File: config.mk
export PLATFORM = sky130hd
export DESIGN_NAME = decimal_operand_entry
export DESIGN_NICKNAME = d
export VERILOG_FILES = /design/src/rtl/decimal_operand_entry.sv
export SDC_FILE = /design/constraint.sdc
export NUM_CORES = 1
export LEC_CHECK = 0
export BUFFER_PORTS_ARGS = -buffer_cell sky130_fd_sc_hd__buf_2
export CAP_MARGIN = 10
export CORE_MARGIN = 2
export CORE_UTILIZATION = 40
export DETAILED_ROUTE_END_ITERATION = 8
export PLACE_DENSITY = 0.54
export SLEW_MARGIN = 20
export SYNTH_ARGS = -nofsm -noshare
export SYNTH_HDL_FRONTEND = slang
export SYNTH_SLANG_ARGS = --single-unit
File: constraint.sdc
create_clock -name CLOCK_50 -period 3.1 [get_ports CLOCK_50]
set_clock_uncertainty 0.05 [all_clocks]
set_input_delay 0.775 -clock CLOCK_50 [delete_from_list [all_inputs] [get_ports CLOCK_50]]
set_output_delay 0.775 -clock CLOCK_50 [all_outputs]
set_load 0.05 [all_outputs]
File: src/rtl/decimal_operand_entry.sv
// -----------------------------------------------------------------------------
// decimal_operand_entry
//
// Operand entry path for the switch/key calculator. The user sets one decimal
// digit on four switches and confirms it with a push-button. This block
// conditions the three raw buttons, accumulates the digits into a binary
// operand plus a BCD image for the seven-segment decoders, and hands the
// finished operand to the calculator core over a VALID/ACK handshake.
//
// Optional build macro: DECIMAL_ENTRY_SIGN_EN
//   When defined, the block gains a NEG output. ENTER with digit 4'hA on an
//   empty entry toggles NEG, and while NEG is set the top BCD nibble shows the
//   dash code 4'hA. When undefined, 4'hA is rejected like any other non-digit.
//
// Ports:
//   CLOCK_50      in   1            system clock
//   RST_N         in   1            asynchronous reset, active low
//   SW_DIGIT      in   4            digit to enter (0..9 accepted)
//   KEY_ENTER_N   in   1            raw button, active low: append digit
//   KEY_BACK_N    in   1            raw button, active low: delete last digit
//   KEY_COMMIT_N  in   1            raw button, active low: operand complete
//   ACK           in   1            consumer has taken VALUE
//   VALUE         out  VALUE_W      binary value of the entered digits
//   BCD           out  4*MAX_DIGITS entered digits, nibble 0 = newest,
//                                   unused nibbles read 4'hF (blank)
//   COUNT         out  3            number of digits entered
//   VALID         out  1            operand committed, waiting for ACK
//   ERR           out  1            one-cycle pulse on a rejected action
//   NEG           out  1            sign flag (DECIMAL_ENTRY_SIGN_EN only)
// -----------------------------------------------------------------------------
module decimal_operand_entry #(
    parameter int DEBOUNCE_CYCLES = 250000,
    parameter int MAX_DIGITS      = 3,
    parameter int VALUE_W         = 10
) (
    input  logic                    CLOCK_50,
    input  logic                    RST_N,
    input  logic [3:0]              SW_DIGIT,
    input  logic                    KEY_ENTER_N,
    input  logic                    KEY_BACK_N,
    input  logic                    KEY_COMMIT_N,
    input  logic                    ACK,
    output logic [VALUE_W-1:0]      VALUE,
    output logic [4*MAX_DIGITS-1:0] BCD,
    output logic [2:0]              COUNT,
    output logic                    VALID,
    output logic                    ERR
`ifdef DECIMAL_ENTRY_SIGN_EN
    ,
    output logic                    NEG
`endif
);

    localparam int BCD_W = 4 * MAX_DIGITS;

    // The debounce counter runs 0..DEBOUNCE_CYCLES-1 while the synchronized
    // level disagrees with the accepted level.
    localparam int CNT_W = (DEBOUNCE_CYCLES > 1) ? $clog2(DEBOUNCE_CYCLES) : 1;
    localparam logic [CNT_W-1:0] CNT_LAST = CNT_W'(DEBOUNCE_CYCLES - 1);

    localparam logic [2:0]       MAX_CNT  = 3'(MAX_DIGITS);
    localparam logic [BCD_W-1:0] BLANK    = '1;
    // 4'hF in the most significant nibble, zeros elsewhere; OR-ed in when the
    // digit image shifts right so the vacated position reads blank.
    localparam logic [BCD_W-1:0] TOP_F    = BCD_W'(4'hF) << (BCD_W - 4);

    localparam int KEY_ENTER  = 0;
    localparam int KEY_BACK   = 1;
    localparam int KEY_COMMIT = 2;

    // -------------------------------------------------------------------------
    // Key conditioning: 2-FF synchronizer, debounce counter, press detector.
    // -------------------------------------------------------------------------
    logic [2:0] key_raw;
    logic [2:0] key_ev;

    assign key_raw = {KEY_COMMIT_N, KEY_BACK_N, KEY_ENTER_N};

    genvar gi;
    generate
        for (gi = 0; gi < 3; gi++) begin : g_key
            logic             s1_reg;
            logic             s2_reg;
            logic             db_reg;
            logic             ev_reg;
            logic [CNT_W-1:0] cnt_reg;

            // Released (high) is the idle level, so a reset never looks like
            // a press.
            always_ff @(posedge CLOCK_50 or negedge RST_N) begin
                if (!RST_N) begin
                    s1_reg  <= 1'b1;
                    s2_reg  <= 1'b1;
                    db_reg  <= 1'b1;
                    ev_reg  <= 1'b0;
                    cnt_reg <= '0;
                end else begin
                    s1_reg <= key_raw[gi];
                    s2_reg <= s1_reg;
                    ev_reg <= 1'b0;
                    if (s2_reg != db_reg) begin
                        if (cnt_reg == CNT_LAST) begin
                            // Level accepted; only a falling edge (press)
                            // generates an event, releases are silent.
                            db_reg  <= s2_reg;
                            cnt_reg <= '0;
                            ev_reg  <= ~s2_reg;
                        end else begin
                            cnt_reg <= cnt_reg + CNT_W'(1);
                        end
                    end else begin
                        // Any agreement restarts the stability window.
                        cnt_reg <= '0;
                    end
                end
            end

            assign key_ev[gi] = ev_reg;
        end
    endgenerate

    // Switches are slow, but they are still asynchronous to CLOCK_50; they
    // settle through two flops long before a debounced press can arrive.
    logic [3:0] sw_s1_reg;
    logic [3:0] sw_s2_reg;

    always_ff @(posedge CLOCK_50 or negedge RST_N) begin
        if (!RST_N) begin
            sw_s1_reg <= 4'h0;
            sw_s2_reg <= 4'h0;
        end else begin
            sw_s1_reg <= SW_DIGIT;
            sw_s2_reg <= sw_s1_reg;
        end
    end

    // -------------------------------------------------------------------------
    // Entry state machine.
    // -------------------------------------------------------------------------
    typedef enum logic {
        ST_ENTRY = 1'b0,
        ST_HOLD  = 1'b1
    } state_t;

    state_t             state_reg;
    logic [VALUE_W-1:0] value_reg;
    logic [BCD_W-1:0]   bcd_reg;
    logic [2:0]         count_reg;
    logic               valid_reg;
    logic               err_reg;

    logic enter_ev;
    logic back_ev;
    logic commit_ev;
    logic digit_bad;
    logic entry_full;
    logic entry_empty;

    assign enter_ev    = key_ev[KEY_ENTER];
    assign back_ev     = key_ev[KEY_BACK];
    assign commit_ev   = key_ev[KEY_COMMIT];
    assign digit_bad   = (sw_s2_reg > 4'd9);
    assign entry_full  = (count_reg == MAX_CNT);
    assign entry_empty = (count_reg == 3'd0);

`ifdef DECIMAL_ENTRY_SIGN_EN
    logic neg_reg;
    logic sign_toggle;

    // 4'hA on an empty entry is the minus key; anywhere else it is a bad digit.
    assign sign_toggle = (sw_s2_reg == 4'hA) && entry_empty;
`endif

    always_ff @(posedge CLOCK_50 or negedge RST_N) begin
        if (!RST_N) begin
            state_reg <= ST_ENTRY;
            value_reg <= '0;
            bcd_reg   <= BLANK;
            count_reg <= 3'd0;
            valid_reg <= 1'b0;
            err_reg   <= 1'b0;
`ifdef DECIMAL_ENTRY_SIGN_EN
            neg_reg   <= 1'b0;
`endif
        end else begin
            // ERR is a pulse: it only survives the cycle that raised it.
            err_reg <= 1'b0;

            case (state_reg)
                ST_ENTRY: begin
                    // COMMIT beats BACK beats ENTER; losers are dropped.
                    if (commit_ev) begin
                        if (!entry_empty) begin
                            valid_reg <= 1'b1;
                            state_reg <= ST_HOLD;
                        end else begin
                            err_reg <= 1'b1;
                        end
                    end else if (back_ev) begin
                        // Backspace on an empty entry is harmless, no ERR.
                        if (!entry_empty) begin
                            value_reg <= value_reg / VALUE_W'(10);
                            bcd_reg   <= (bcd_reg >> 4) | TOP_F;
                            count_reg <= count_reg - 3'd1;
                        end
                    end else if (enter_ev) begin
`ifdef DECIMAL_ENTRY_SIGN_EN
                        if (sign_toggle) begin
                            neg_reg <= ~neg_reg;
                        end else
`endif
                        if (digit_bad || entry_full) begin
                            err_reg <= 1'b1;
                        end else begin
                            // Width is sized so VALUE*10+digit cannot
                            // overflow for MAX_DIGITS digits.
                            value_reg <= VALUE_W'(value_reg * VALUE_W'(10))
                                         + VALUE_W'(sw_s2_reg);
                            bcd_reg   <= (bcd_reg << 4) | BCD_W'(sw_s2_reg);
                            count_reg <= count_reg + 3'd1;
                        end
                    end
                end

                ST_HOLD: begin
                    // Operand is frozen and keys are ignored until the core
                    // takes it; ACK clears everything for the next operand.
                    if (ACK) begin
                        state_reg <= ST_ENTRY;
                        value_reg <= '0;
                        bcd_reg   <= BLANK;
                        count_reg <= 3'd0;
                        valid_reg <= 1'b0;
`ifdef DECIMAL_ENTRY_SIGN_EN
                        neg_reg   <= 1'b0;
`endif
                    end
                end

                default: begin
                    state_reg <= ST_ENTRY;
                end
            endcase
        end
    end

    // -------------------------------------------------------------------------
    // Outputs
    // -------------------------------------------------------------------------
    assign VALUE = value_reg;
    assign COUNT = count_reg;
    assign VALID = valid_reg;
    assign ERR   = err_reg;

`ifdef DECIMAL_ENTRY_SIGN_EN
    assign NEG = neg_reg;
    // The dash overlays the top display position only; the stored digits are
    // untouched so BACK still shifts the real digit image.
    assign BCD = neg_reg ? {4'hA, bcd_reg[BCD_W-5:0]} : bcd_reg;
`else
    assign BCD = bcd_reg;
`endif

endmodule

==> results.md, run 1 <==
* CP max FO at 10
* Via count at 4,060
* # setup viols final at 0
* Sw Ratio at 0.265
* Final Instance Area at 6180 um2
* FF-to-FF path depth at 8
* EDFF count, synth at 0
* RR Endpoint: VALUE[9]
* Hold_sp: sw_s1_reg[3]
* Die height at 121 um
* Period utilization at 0.894
* R2R setup slack at 330 ps
* Comb pwr share at 0.107
* Area of the core at 13,300 um2
* Vias per cell at 5.25
* Worst-skew pair later-pin latency at 350 ps
* First-pass GRT wire length at 19,500 um
* Largest net degree at the start of global routing at 63
* Core Util, Final at 0.463
* Static Leak at 2.74 nW
* First DRT Iteration DRCs at 237
* WHS at 304 ps
* Sw power at 0.000762 W
* Clk pwr share at 0.404
* Die area at 14,700 um2
* I/O Buffers at 36
* Final wirelength at 11,400 um
* CTS tree: built
* Hold buffer count at CTS at 0
* CP Capture Type: register
* H-tree depth at 3
* Most area-consuming cells after synthesis: dfrtp_1, dfstp_2, nor2_1
* Hold depth at 0
* Share of the synthesized area in the top cell type at 0.369
* Global route overflow at 0
* WP data arrival at 2960 ps
* Max cap viols at 0
* Hold crit path type: reg -> reg
* Area growth, synth to finish at 12.5%
* Peak VDD IR at 0.212 mV
* Placed cell area at 5880 um2
* Post-CTS Setup Repair Bufs at 0
* Most used DFF post-synth: dfrtp_1
* Total power at 0.00288 W
* Synth warn at 0
* Unrepaired setup endpoints after global routing: no
* Layout cells sized above 1 at 0.162
* CTS Buffer Depth at 2
* Die X at 121 um
* Final min period at 2770 ps
* Final GP Congestion at 0.846
* Post-CTS sizing at 0
* Cts bufs inserted at 9
* Share of power burned in registers at 0.489
* Synth Cell Area at 5490 um2
* Run status: complete, no violations
* Root Driver: clkbuf_16
* Hold EP: sw_s2_reg[3]
* Unique masters post-synth at 69
* Starting Density at 0.412
* Setup TNS at 0 ps
* Fmax at 0.361 GHz
* RR Startpoint: VALUE[2]
* CP Class: reg -> reg
* Top post-synthesis cells by count: nor2_1, dfrtp_1, nand2_1
* Most numerous cell in the Yosys netlist: nor2_1
* Max-slew headroom at 0.612
* Number of antenna violations at the first check in global routing at 1
* Wire per inst at 14.8 um
* Flops & latches, synth at 102
* Internal at 0.00212 W
* # nets final at 622
* Router iterations before antenna repair at 4
* Post-synthesis sequential area ratio at 0.469
* I/O Pins at 37
* Worst EP required at 3290 ps
* Row count at 42
* Syn Nets at 585
* GRT Util Overall at 0.167
* Startpoint Class: register
* Clock-pin transition on the worst setup and hold timing paths at 70 ps
* Dominant cell type by area after synthesis: dfrtp_1
* Vias in the first global route at 4,076
* Largest register FFs at 54
* ANT cells at 0
* Synth Instances at 555
* Max-slew violation count at 0
* Async SR Flop Fraction at 1.00
* Fin. Hold Viols at 0
* Post-DRT Antenna Nets at 0
* Actual slew at the worst max-slew pin at 580 ps
* Clock sink count at 102
* Drt drc at 0
* Cell Pwr Density at 466 nW/um2
* Syn Area/Cell at 9.90 um2
* DPL Wire Length at 8070 um
## how the worst max path moves through the flow
stage	start	endpoint	slack (ps)	cells after the start
2_1_floorplan	VALUE[1]	VALUE[9]	240	8
3_3_place_gp	VALUE[2]	VALUE[9]	460	8
3_5_place_dp	VALUE[2]	VALUE[9]	370	8
4_1_cts	VALUE[2]	VALUE[9]	350	8
5_1_grt	VALUE[2]	VALUE[9]	210	9
6_report	VALUE[2]	VALUE[9]	330	8
## metal layers
layer  share of wire  track usage  vias up
met4           0.016       0.0575        2
li1                -            -     2007
met5          0.0011            0        -
met3           0.049       0.0414       14
met1            0.45        0.219     1977
met2            0.48        0.270       60
## through the flow
stage                     cells  worst slack (ps)
final                       773               328
after global routing        773               215
after CTS                   773               350
after detailed placement    757               365
after global placement      757               455
after floorplan             555               236
## placed cells by master (no fill, tap or decap), drive strengths merged, types with 3 or more instances in the layout
master / netlist / layout
nor3: 6 / 6
dfstp: 21 / 21
nor2: 92 / 92
a22oi: 3 / 3
clkbuf: 11 / 10
ha: 17 / 17
or2: 4 / 4
nand2b: 9 / 9
dfrtp: 81 / 81
inv: 12 / 15
buf: 7 / 44
and3: 20 / 20
o211ai: 3 / 3
xnor2: 36 / 36
o221ai: 3 / 3
o211a: 3 / 3
o22a: 4 / 4
a21oi: 17 / 17
o22ai: 14 / 14
nand4: 9 / 9
nor3b: 6 / 6
fa: 3 / 3
mux2: 3 / 3
nor4: 3 / 3
xor2: 31 / 31
a21o: 10 / 10
mux2i: 3 / 3
nand3: 25 / 25
and2: 3 / 3
nand2: 43 / 43
nand3b: 4 / 4
maj3: 3 / 3
o21ai: 13 / 13
## power by group through the flow
stage	Sequential (W)	Combinational [W]	Clock [W]
after floorplan	0.00147	0.000179	0
final	0.00141	0.000308	0.00116
after global placement	0.00143	0.000308	0
after CTS	0.00141	0.000312	0.00121
after detailed placement	0.00143	0.000311	0
after global routing	0.00142	0.000343	0.00126
## kinds of logic after synthesis
kind of cell,after synthesis,synth area share
and+or+nand+nor,238,0.210
DFF,102,0.469
AOI/OAI and AO/OA,88,0.117
xor gates and xnor gates,68,0.111
buffers and inverters,30,0.0253
adders and majority gates,23,0.0553
muxes,6,0.0116
## critical path, cell delays in order (launching register included)
cell and delay (ps):
dfrtp_1 510, ha_1 370, inv_1 60, fa_1 460, xor2_1 190, nor3_1 340
nand3_1 150, xnor3_1 340, a22o_1 180
## cell type report
cell class	count	area, um2
inverters	12	45.0
clock buffers	10	229
fillers	1307	7170
well taps	176	220
repair buffers	44	255
flip-flops and latches	102	2580
multi-input cells	423	2780
clock inverters	6	76.3
(Power assumes the default switching activity.)
==> run 2: changes to the inputs <==
--- a/config.mk
+++ b/config.mk
@@ -5,6 +5,8 @@
 export SDC_FILE = /design/constraint.sdc
 export NUM_CORES = 1
 export LEC_CHECK = 0
+export ABC_AREA = 1
+export ABC_CLOCK_PERIOD_IN_PS = 3100
 export BUFFER_PORTS_ARGS = -buffer_cell sky130_fd_sc_hd__buf_2
 export CAP_MARGIN = 10
 export CORE_MARGIN = 2
==> run 2 against run 1 <==
- via count grew 3.9%
- sequential share of layout area increased by 0.20 points
- routed wire length is 4.2% lower
- power fell by 4.9%
- final cell count up 11%
- critical path depth grew 14
- setup slack improved by 36 ps
- first-iteration DRC count shrank 38%
- cell area shrank 0.47%
- flip-flop and latch count unchanged
- critical endpoint is now VALUE[0]
- highest routed layer is now met4
==> results.md, run 2 <==
* Met1 Track Usage GR at 0.211 (-0.00763)
* Area growth, synth to finish at 13.1%
* GRT Util Overall at 0.163 (-0.00418)
* EDFF count, synth at 0 (unchanged)
* First-pass GRT wire length at 19,000 um (-2.8%)
* Starting Density at 0.411 (-0.000891)
* Final wirelength at 11,000 um (-4.2%)
* CP cell instances: inv_1 > nand4_1 > inv_1 > o21bai_4 > nand2_4 > nand3_2 > nand2_4 > nand2_2 > nand2_4 > nand3_2 > nand3_2 > nand2_2 > nand2_2 > nand2_1 > nand3_2 > nand2_1 > nand2_1 > nand2_1 > nand3_1 > nand3_1 > nand2_1 > nand2_1
* Static Leak at 2.91 nW (+6.0%)
* Top post-synthesis cells by count: inv_1, dfrtp_1, nand2_1
* Final WS setup at 364 ps (+36.2 ps)
* Period utilization at 0.883 (-0.0117)
* Drt drc at 0 (unchanged)
* Synth Cell Area at 5440 um2 (-1.0%)
* Synth warn at 0 (unchanged)
* Hold buffer count at CTS at 0 (unchanged)
* Router iterations before antenna repair at 4 (unchanged)
* Max cap viols at 0 (unchanged)
* Die area at 14,500 um2 (-0.97%)
* DPL Wire Length at 8070 um (about the same)
* Clock sink count at 102 (unchanged)
* CP max-delay cell: dfrtp_1
* Grt met2 use at 0.269 (-0.00130)
* Post-synthesis sequential area ratio at 0.474 (+0.00475)
* Max-slew headroom at 0.534 (-0.0781)
* # setup viols final at 0 (unchanged)
* CTS Buffer Depth at 2 (unchanged)
* Largest net degree at the start of global routing at 56 (-11%)
* Global route overflow at 0 (unchanged)
* Setup TNS at 0 ps (unchanged)
* Flops & latches, synth at 102 (unchanged)
* Peak VDD IR at 0.281 mV (+33%)
* Number of antenna violations at the first check in global routing at 0 (-1)
* Area of the core at 13,200 um2 (-0.79%)
* Max-slew violation count at 0 (unchanged)
* Async SR Flop Fraction at 1.00 (unchanged)
* Wire per inst at 12.8 um (-14%)
* Vias per cell at 4.92 (-6.2%)
* Fin. Hold Viols at 0 (unchanged)
* I/O Buffers at 36 (unchanged)
* Clock-pin transition on the worst setup and hold timing paths at 70 ps (about the same)
* Worst-skew pair later-pin latency at 350 ps (about the same)
* Most used DFF post-synth: dfrtp_1
* CP Class: reg -> reg
* Startpoint Class: register
* Cell Pwr Density at 446 nW/um2 (-4.4%)
* H-tree depth at 3 (unchanged)
* Final min period at 2740 ps (-36.2 ps)
* Final GP Congestion at 0.812 (-4.0%)
* Worst EP required at 3290 ps (about the same)
* Share of the synthesized area in the top cell type at 0.373 (+0.00373)
* First DRT Iteration DRCs at 146 (-38%)
* Post-Place Worst Slack at 322 ps (-43.8 ps)
* Placed Cells at 841 (+11%)
* Row count at 42 (unchanged)
* Post-CTS sizing at 0 (unchanged)
* Non-filler cells, final at 857 (+11%)
* Fmax at 0.366 GHz (+1.3%)
* Via count at 4,220 (+3.9%)
* Vias in the first global route at 4,136 (+1.5%)
* Post-CTS Setup Repair Bufs at 0 (unchanged)
* CTS tree: built
* Die height at 121 um (-0.49%)
* Largest register FFs at 54 (unchanged)
* Actual slew at the worst max-slew pin at 696 ps (+116 ps)
* CP Capture Type: register
* Unique masters post-synth at 47 (-32%)
* Unrepaired setup endpoints after global routing: no
* I/O Pins at 37 (unchanged)
* Syn Area/Cell at 8.61 um2 (-13%)
* Total power at 0.00274 W (-4.9%)
* Dominant cell type by area after synthesis: dfrtp_1
* ANT cells at 0 (unchanged)
* Run status: complete, no violations
* Root Driver: clkbuf_16
* GR peak layer: met2
* Most frequent cells in the layout: inv_1, dfrtp_1, nand2_1
* Cts bufs inserted at 9 (unchanged)
* Synth Instances at 632 (+14%)
* WP data arrival at 2930 ps (-30 ps)
* Critical Path Max Stage Delay at 590 ps (+80 ps)
* Layout cells sized above 1 at 0.179 (+0.0167)
* WHS at 304 ps (-0.651 ps)
* CP max FO at 10 (unchanged)
* Post-DRT Antenna Nets at 0 (unchanged)
* Hold crit path type: reg -> reg
* Most area-consuming cells after synthesis: dfrtp_1, dfstp_2, inv_1
* Most frequent CP cell: nand2_1
* Leading cell type in the layout, fill and taps excluded: inv_1
* Most numerous cell in the Yosys netlist: inv_1
* Die X at 121 um (-0.49%)
* # nets final at 706 (+14%)
* Met3 global-route usage at 0.0283 (-0.0131)
* Syn Nets at 662 (+13%)
[run 2: changes by cell type in the layout (fill, tap and decap cells not counted), sizes merged, moves of 18 or more]
cell | previous run | this run
nand2 | 43 | 95
inv | 15 | 115
xnor2 | 36 | 11
and3 | 20 | 0
xor2 | 31 | 13
a21oi | 17 | 40
[run 2: metrics by stage]
stage | util | cell area, um2
after floorplan | - | 5440
after global placement | 0.441 | 5840
after detailed placement | 0.441 | 5840
after CTS | 0.465 | 6150
after global routing | 0.465 | 6150
final | 0.465 | 6150
[run 2: worst paths after layout]
path	start	end	slack (ps)	cells after the start
max	VALUE[6]	VALUE[0]	360	22
min	sw_s1_reg[1]	sw_s2_reg[1]	300	0
max reg2reg	VALUE[6]	VALUE[0]	360	22
min reg2reg	sw_s1_reg[1]	sw_s2_reg[1]	300	0
max in group asynchronous	RST_N	g_key[0].s1_reg	1860	2
min in group asynchronous	RST_N	commit_ev	400	1
[run 2: layer usage]
metal	wire length (um)	up-vias
li1	-	2154
met1	5030	1996
met2	5390	53
met3	301	17
met4	247	0
met5	0	-
[run 2: cell families after synthesis]
logic type                 synth area share
DFF                                   0.474
xor gates and xnor gates             0.0386
AOI/OAI and AO/OA                     0.102
buffers and inverters                0.0849
and+or+nand+nor                       0.245
muxes                               0.00552
adders and majority gates            0.0501
[run 2: report_power, final]
group | switching (W) | total (W) | internal, W
clock network | 0.000497 | 0.00117 | 0.000670
logic | 0.000138 | 0.000186 | 0.0000474
registers | 0.0000213 | 0.00139 | 0.00137
total | 0.000656 | 0.00274 | 0.00208
[run 2: worst max-delay path: cells and delay by family, from the launching register on]
| kind | cells | cell delay [ps] |
|---|---|---|
| AO/OA/AOI/OAI | 1 | 190 |
| AND/OR/NAND/NOR | 19 | 1620 |
| flip-flops | 1 | 590 |
| buffers and inverters | 2 | 180 |
[run 2: area by class of cell]
type | count | area [um2]
Fill cell | 1286 | 7090
Timing Repair Buffer | 38 | 210
Sequential cell | 102 | 2580
Multi-Input combinational cell | 409 | 2400
Clock inverter | 5 | 56.3
Clock buffer | 11 | 253
Inverter | 116 | 435
Tap cell | 176 | 220
==> run 3: changes to the inputs <==
--- a/config.mk
+++ b/config.mk
@@ -9,10 +9,13 @@
 export ABC_CLOCK_PERIOD_IN_PS = 3100
 export BUFFER_PORTS_ARGS = -buffer_cell sky130_fd_sc_hd__buf_2
 export CAP_MARGIN = 10
+export CELL_PAD_IN_SITES_DETAIL_PLACEMENT = 1
+export CELL_PAD_IN_SITES_GLOBAL_PLACEMENT = 2
 export CORE_MARGIN = 2
-export CORE_UTILIZATION = 40
+export CORE_UTILIZATION = 37
 export DETAILED_ROUTE_END_ITERATION = 8
-export PLACE_DENSITY = 0.54
+export GPL_TIMING_DRIVEN = 0
+export PLACE_DENSITY = 0.76
 export SLEW_MARGIN = 20
 export SYNTH_ARGS = -nofsm -noshare
 export SYNTH_HDL_FRONTEND = slang
==> run 3 against run 2 <==
- flip-flop and latch count unchanged
- sequential share of layout area decreased by 0.060 points
- clock-buffer cell count unchanged
- non-clock buffer count increased by 4
- fmax decreased by 0.35%
- combinational power increased by 6%
- die area increased by 7.8%
- first-iteration DRC count decreased by 33%
- largest cell class unchanged
- highest routed layer unchanged
==> results.md, run 3 (synthesized netlist as in run 2, its figures left out) <==
* Largest register FFs at 54 (unchanged)
* Total power at 0.00264 W (-3.7%)
* Setup TNS at 0 ps (unchanged)
* Final wirelength at 12,400 um (+13%)
* Run status: complete, no violations
* Actual slew at the worst max-slew pin at 577 ps (-119 ps)
* # setup viols final at 0 (unchanged)
* Number of antenna violations at the first check in global routing at 0 (unchanged)
* Final GP Congestion at 0.794 (-2.2%)
* Placed cell area at 5880 um2 (+0.69%)
* R2R setup slack at 350 ps (about the same)
* First-pass GRT wire length at 21,600 um (+14%)
* DPL Wire Length at 9450 um (+17%)
* Cts bufs inserted at 9 (unchanged)
* Leading cell type in the layout, fill and taps excluded: inv_1
* Hold crit path type: reg -> reg
* WP data arrival at 2930 ps (about the same)
* Layout fillers at 1,760 (+37%)
* Vias per cell at 4.95 (+0.54%)
* Vias in the first global route at 4,565 (+10%)
* Root Driver: clkbuf_16
* I/O Buffers at 36 (unchanged)
* Final WS setup at 354 ps (-9.61 ps)
* Worst EP required at 3290 ps (about the same)
* Via count at 4,302 (+1.9%)
* Row count at 44 (+4.8%)
* Hold EP: sw_s2_reg[1]
* I/O Pins at 37 (unchanged)
* Max cap viols at 0 (unchanged)
* CTS tree: built
* Largest net degree at the start of global routing at 54 (-3.6%)
* Area of the core at 14,400 um2 (+8.9%)
* Most frequent cells in the layout: inv_1, dfrtp_1, nand2_1
* Peak VDD IR at 0.350 mV (+24%)
* CTS Buffer Depth at 2 (unchanged)
* CP Capture Type: register
* Worst-skew pair later-pin latency at 350 ps (about the same)
* Area growth, synth to finish at 13.3%
* # nets final at 710 (+0.57%)
* Hold_sp: sw_s1_reg[1]
* Max-slew violation count at 0 (unchanged)
* Max-slew headroom at 0.612 (+0.0776)
* Global route overflow at 0 (unchanged)
* First DRT Iteration DRCs at 98 (-33%)
* Post-Place Worst Slack at 159 ps (-162 ps)
* H-tree depth at 3 (unchanged)
* Starting Density at 0.377 (-0.0336)
* CP Class: reg -> reg
* Clock sink count at 102 (unchanged)
* Static Leak at 2.91 nW (about the same)
* Final Instance Area at 6160 um2 (+0.14%)
* Router iterations before antenna repair at 6 (+2)
* Die area at 15,700 um2 (+7.8%)
* Die height at 125 um (+3.8%)
* Clock-pin transition on the worst setup and hold timing paths at 70 ps (about the same)
* Fmax at 0.364 GHz (-0.35%)
* Cell Pwr Density at 429 nW/um2 (-3.8%)
* Period utilization at 0.886 (+0.00310)
* Wire per inst at 14.3 um (+12%)
* Drt drc at 0 (unchanged)
* Final min period at 2750 ps (+9.61 ps)
* Unrepaired setup endpoints after global routing: no
* Fin. Hold Viols at 0 (unchanged)
* FF-to-FF path depth at 22 (unchanged)
* RR Startpoint: VALUE[7]
* RR Endpoint: VALUE[0]
* Startpoint Class: register
* Hold buffer count at CTS at 0 (unchanged)
* ANT cells at 0 (unchanged)
* CP max FO at 8 (-2)
* Die X at 125 um (+3.8%)
* GRT Util Overall at 0.168 (+0.00535)
* Layout cells sized above 1 at 0.181 (+0.00187)
* Post-CTS Setup Repair Bufs at 0 (unchanged)
* Post-DRT Antenna Nets at 0 (unchanged)
* Hold depth at 0 (unchanged)
## run 3: changes by cell type in the layout (fill, tap and decap cells not counted), moves of 2 or more
cell,before,now
clkbuf_1,0,5
buf_6,0,2
clkinv_2,2,5
nor2_1,77,75
nor2_2,2,4
buf_4,2,0
## run 3: routing by layer
metal	wire length, um	track usage	vias up	part of all wire
li1	-	-	2147	-
met1	5820	0.212	2116	0.47
met2	6220	0.297	31	0.50
met3	278	0.0364	8	0.022
met4	111	0.0373	0	0.0089
met5	0	0	-	0
## run 3: final cells by class
cell class | count | area (um2) | area share
sequential | 102 | 2580 | 0.419
clock buffer | 11 | 243 | 0.0394
tap | 184 | 230 | 0.0374
timing repair buffer | 37 | 214 | 0.0347
buffer | 5 | 26.3 | 0.00426
clock inverter | 5 | 25.0 | 0.00406
multi-input combinational | 409 | 2410 | 0.391
inverter | 116 | 435 | 0.0707
## run 3: worst max-delay path, cell delays in order (launching register included)
cell	delay, ps
dfrtp_1	430
inv_2	150
nand3_2	160
a21oi_4	220
o21bai_4	100
nand2_4	100
nand3_2	90
nand2_4	130
nand2_2	80
nand2_4	70
nand3_2	120
nand3_2	130
nand2_2	60
nand2_2	80
nand2_1	80
nand3_2	90
nand2_1	70
nand2_1	90
nand2_1	60
nand3_1	60
nand3_1	90
nand2_1	90
nand2_1	50
## run 3: timing repair
| action | CTS | global route |
|---|---|---|
| setup endpoints to repair | 0 | 17 |
| endpoints found under the hold margin | 0 | 0 |
| resized for setup | 0 | 3 |
## run 3: power by group
part           switching, W  total (W)  leakage, nW  internal, W
combinational      0.000147   0.000198         1.44    0.0000512
clock              0.000492    0.00105        0.139     0.000560
sequential        0.0000233    0.00139         1.32      0.00137
## run 3: worst max-delay path by stage
stage	startpoint	end	slack, ps	depth (start not counted)
finish	VALUE[7]	VALUE[0]	350	22
global route	VALUE[7]	VALUE[0]	30	24
CTS	sw_s2_reg[2]	BCD[4]	150	10
detailed placement	sw_s2_reg[2]	BCD[4]	160	10
global placement	RST_N	VALUE[2]	10	1
floorplan	VALUE[7]	VALUE[0]	420	23
## run 3: per-stage QoR
stage	hold WS, ps	instances	utilization
6_report	301	869	0.427
5_1_grt	311	869	0.427
4_1_cts	303	869	0.426
3_5_place_dp	287	853	0.408
3_3_place_gp	286	852	0.406
2_1_floorplan	281	632	-
